===== src/rtl/bcd_to_bin_seq.sv =====
// rtl/bcd_to_bin_seq.sv - sequential packed-BCD to binary converter (reverse double-dabble, one bit per clock)
module bcd_to_bin_seq #(
    parameter int NDIG = 2,
    parameter int BW   = 7
) (
    input  logic              clk,
    input  logic              rst_n,
    input  logic              in_valid,
    output logic              in_ready,
    input  logic [4*NDIG-1:0] bcd_in,
    output logic              out_valid,
    input  logic              out_ready,
    output logic [BW-1:0]     bin_out,
    output logic              err
);

    localparam int SW = 4*NDIG + BW;
    localparam int CW = $clog2(BW) + 1;

    typedef enum logic [1:0] {IDLE, CONV, DONE} state_e;

    state_e          state_q, state_d;
    logic [SW-1:0]   sr_q, sr_d;
    logic [CW-1:0]   cnt_q, cnt_d;
    logic [BW-1:0]   bin_q, bin_d;
    logic            err_q, err_d;
    logic            bad_digit;
    logic [SW-1:0]   shifted;

    always_ff @(posedge clk or negedge rst_n) begin
        if (!rst_n) begin
            state_q <= IDLE;
            sr_q    <= '0;
            cnt_q   <= '0;
            bin_q   <= '0;
            err_q   <= 1'b0;
        end else begin
            state_q <= state_d;
            sr_q    <= sr_d;
            cnt_q   <= cnt_d;
            bin_q   <= bin_d;
            err_q   <= err_d;
        end
    end

    always_comb begin
        state_d   = state_q;
        sr_d      = sr_q;
        cnt_d     = cnt_q;
        bin_d     = bin_q;
        err_d     = err_q;
        bad_digit = 1'b0;
        shifted   = sr_q >> 1;

        for (int i = 0; i < NDIG; i++) begin
            if (bcd_in[4*i +: 4] > 4'd9) begin
                bad_digit = 1'b1;
            end
        end

        // Digits of 8..12 appear after the shift; each corrects independently with no borrow.
        for (int i = 0; i < NDIG; i++) begin
            if (shifted[BW + 4*i +: 4] >= 4'd8) begin
                shifted[BW + 4*i +: 4] = shifted[BW + 4*i +: 4] - 4'd3;
            end
        end

        case (state_q)
            IDLE: begin
                if (in_valid) begin
                    if (bad_digit) begin
                        err_d   = 1'b1;
                        bin_d   = '0;
                        state_d = DONE;
                    end else begin
                        sr_d    = {bcd_in, {BW{1'b0}}};
                        cnt_d   = '0;
                        err_d   = 1'b0;
                        state_d = CONV;
                    end
                end
            end
            CONV: begin
                sr_d  = shifted;
                cnt_d = cnt_q + CW'(1);
                if (cnt_q == CW'(BW - 1)) begin
                    bin_d   = shifted[BW-1:0];
                    state_d = DONE;
                end
            end
            DONE: begin
                if (out_ready) begin
                    state_d = IDLE;
                end
            end
            default: begin
                state_d = IDLE;
            end
        endcase
    end

    assign in_ready  = (state_q == IDLE);
    assign out_valid = (state_q == DONE);
    assign bin_out   = bin_q;
    assign err       = err_q;

endmodule


===== config.mk =====
export PLATFORM = sky130hd
export DESIGN_NAME = bcd_to_bin_seq
export DESIGN_NICKNAME = d
export VERILOG_FILES = /design/src/rtl/bcd_to_bin_seq.sv
export SDC_FILE = /design/constraint.sdc
export NUM_CORES = 1
export LEC_CHECK = 0
export CORE_UTILIZATION = 51
export DETAILED_ROUTE_END_ITERATION = 12
export PLACE_DENSITY = 0.77
export REMOVE_ABC_BUFFERS = 1
export SETUP_SLACK_MARGIN = 0.1
export SLEW_MARGIN = 15
export SYNTH_ARGS = -nofsm -noshare
export SYNTH_HDL_FRONTEND = slang
export SYNTH_SLANG_ARGS = --single-unit

===== constraint.sdc =====
create_clock -name clk -period 2.6 [get_ports clk]
set_clock_uncertainty 0.05 [all_clocks]
set_input_delay 0.65 -clock clk [delete_from_list [all_inputs] [get_ports clk]]
set_output_delay 0.65 -clock clk [all_outputs]
set_load 0.01 [all_outputs]

==> metrics.txt, run 1 <==
status=finished, final reports clean; setup ws final=0.2306 ns; crit path DAT=1.67 ns; CTS buffer count=3; Starting Density=54.51%; pins over their slew limit=0; metal3 WL=112 um; CP startpoint kind=register; Detailed Routing Iterations Pass 1=5; minimum period implied by the final worst setup slack=2.369 ns; Final TNS setup=0 ns; Syn Inst Count=137; first-pass GRT wire length=4.574 mm; hold_buf cts=0; unrepaired setup endpoints after global routing=no; CTS sink count=28; Critical Path RT=1.90 ns; Lkg Pwr=0.7473 nW; met2 wire length=1.298 mm; Multi-input gate area=605.6 um^2; Synth async-reset ratio=100.0%; I/O Pins=22; top cell type's share of synthesized area=50.96%; slowest stage cell, crit path=dfrtp_1; Peak Freq=422.0 MHz; cell area after synthesis=1375 um^2; P_sw=0.6467 mW; Total GRT Usage=22.49%; most common cell in the netlist=dfrtp_1; CTS tree=built; max incr delay on CP=0.58 ns; Total Die Area=2908 um^2; Area after DPL=1625 um^2; DRT antenna net count=0; remaining global-route overflow=0; nets=178; Post-synth top cells=dfrtp_1, nand2_1, a22o_1, o21ai_0, inv_1; number of fill cells in the layout=208; Syn. warnings=0; via count=1078; Crit. End Element=output port; Slew HR=68.53%; Worst-path clk slew=0.15 ns; layout cells sized above 1=9.317%; clk root buf=clkbuf_4; path type of the worst min-delay path=reg2reg; sequential area share after synthesis=50.96%; largest area contributor in the netlist=dfrtp_1; die width=53.93 um; ys flop type=dfrtp_1; largest fanout on the critical path=15; initial antenna violation count=0; post-route design area=1662 um^2; Power Total=1.700 mW; number of port buffers=21; First DRT Iteration DRCs=18; Combinational Power Share=43.1%; crit-path cells=nor2_1, clkdlybuf4s50_1; clk_lat worst skew=0.33 ns; Area contributors post-synth=dfrtp_1, nand2_1, a22o_1; DP HPWL=1.950 mm; Tightest Pin Transition=0.4721 ns; number of global-route vias before repair=1032; Crit Path Category=reg2out; DRC=0; Setup Viol. Count Final=0; Routed met1 length=1.312 mm; Power Density=1023 nW/um^2; synthesized flop and latch total=28; Vias/cell=5.644; Routed WL=2.758 mm; Post-CTS Setup Repair Bufs=0; wire per inst=14.44 um; Avg Inst Size Synth=10.04 um^2; Area growth, synth to finish=20.84%; synth unique cells=34; number of flops mapped to enable cells by yosys=0; register area=700.7 um^2; top layer in use=met4; Core Footprint=2522 um^2; die height=53.93 um; Placer Congestion=0.7794; Peak VDD IR=0.0006861 V; post-cts gate resize count=0; Max Cap Violations=0; FF-to-FF setup slack=0.86 ns; dpl ws=0.3576 ns; pin count of the biggest net entering global routing=29; Final Hold Vio Count=0; ant diodes=0; Clock power frac=12.4%; Sw Ratio=38.03%; Rows=18; Final Cycle Share=91.13%; H-Tree Depth=1; Seq pwr share=44.5%; internal power=1.054 mW; CTS max path bufs=2
==> final timing paths <==
path                                 start  cells after the start          to
worst max-delay path            state_q[0]                      2   out_valid
min in group asynchronous            rst_n                      2     sr_q[9]
worst max register to register  state_q[0]                      4  bin_out[1]
worst min-delay path               sr_q[1]                      2  bin_out[0]
max in group asynchronous            rst_n                      2  bin_out[2]
worst min register to register     sr_q[1]                      2  bin_out[0]
==> critical path: cells and delay by family (launching register included) <==
kind	cells	cell delay (ns)
simple gates	1	0.21
flops	1	0.58
buf+inv	1	0.56
==> sequential cells by signal, indices dropped and copies added (netlist names) <==
register,count
bin_out,7
err,1
state_q,2
cnt_q,4
sr_q,14
==> per-layer routing <==
metal  up-vias  global-route usage, %
li1        528                      -
met1       513                  29.32
met2        32                  34.98
met3         5                  5.085
met4         0                  10.96
met5         -                      0
==> through the flow <==
| stage | hold WS, ns | cells | utilization [%] |
|---|---|---|---|
| 2_1_floorplan | 0.3044 | 130 | - |
| 3_3_place_gp | 0.4272 | 187 | 64.43 |
| 3_5_place_dp | 0.4358 | 187 | 64.43 |
| 4_1_cts | 0.4726 | 191 | 65.87 |
| 5_1_grt | 0.4971 | 191 | 65.87 |
| 6_report | 0.4657 | 191 | 65.87 |
==> cells by family (layout without fill, tap and decap cells) <==
kind of cell    count (synthesis)  count (layout)  share of synthesized area [%]
simple gates                   48              48                          16.38
compound gates                 38              38                          20.48
flops                          28              28                          50.96
buf+inv                        14              38                          5.005
fa+ha+maj                       4               4                          3.640
xor+xnor                        3               3                          1.911
mux                             2               2                          1.638
==> power groups by stage <==
stage	Clock [mW]	Combinational (mW)	Sequential, mW
2_1_floorplan	0	0.455	0.741
3_3_place_gp	0	0.701	0.752
3_5_place_dp	0	0.729	0.764
4_1_cts	0.222	0.735	0.754
5_1_grt	0.238	0.818	0.777
6_report	0.211	0.733	0.756
==> area by class of cell <==
type | instances | share of cell area [%]
Clock buffer | 4 | 2.184
Timing Repair Buffer | 27 | 15.36
Multi-Input combinational cell | 95 | 36.45
Tap cell | 30 | 2.259
Inverter | 7 | 1.581
Sequential cell | 28 | 42.17
==> layout by cell type (no fill, tap or decap), types with 5 or more instances in the layout <==
| master | n |
|---|---|
| a22o_1 | 8 |
| a22oi_1 | 5 |
| buf_4 | 6 |
| clkdlybuf4s50_1 | 21 |
| dfrtp_1 | 28 |
| inv_1 | 7 |
| nand2_1 | 25 |
| nand3_1 | 5 |
| nand3b_1 | 5 |
| nor2_1 | 5 |
| o21ai_0 | 8 |
No activity file was read; power rests on OpenSTA's default activity.
==> run 2, diff against run 1 <==
--- a/config.mk
+++ b/config.mk
@@ -6,6 +6,7 @@
 export NUM_CORES = 1
 export LEC_CHECK = 0
 export CORE_UTILIZATION = 51
+export CTS_CLUSTER_SIZE = 28
 export DETAILED_ROUTE_END_ITERATION = 12
 export PLACE_DENSITY = 0.77
 export REMOVE_ABC_BUFFERS = 1
==> results of run 2 <==
Final layout, timing and power as in run 1 (identical DEF).
==> run 3, diff against run 2 <==
--- a/config.mk
+++ b/config.mk
@@ -5,6 +5,7 @@
 export SDC_FILE = /design/constraint.sdc
 export NUM_CORES = 1
 export LEC_CHECK = 0
+export CAP_MARGIN = 20
 export CORE_UTILIZATION = 51
 export CTS_CLUSTER_SIZE = 28
 export DETAILED_ROUTE_END_ITERATION = 12
==> results of run 3 <==
Final layout, timing and power as in run 1 (identical DEF).
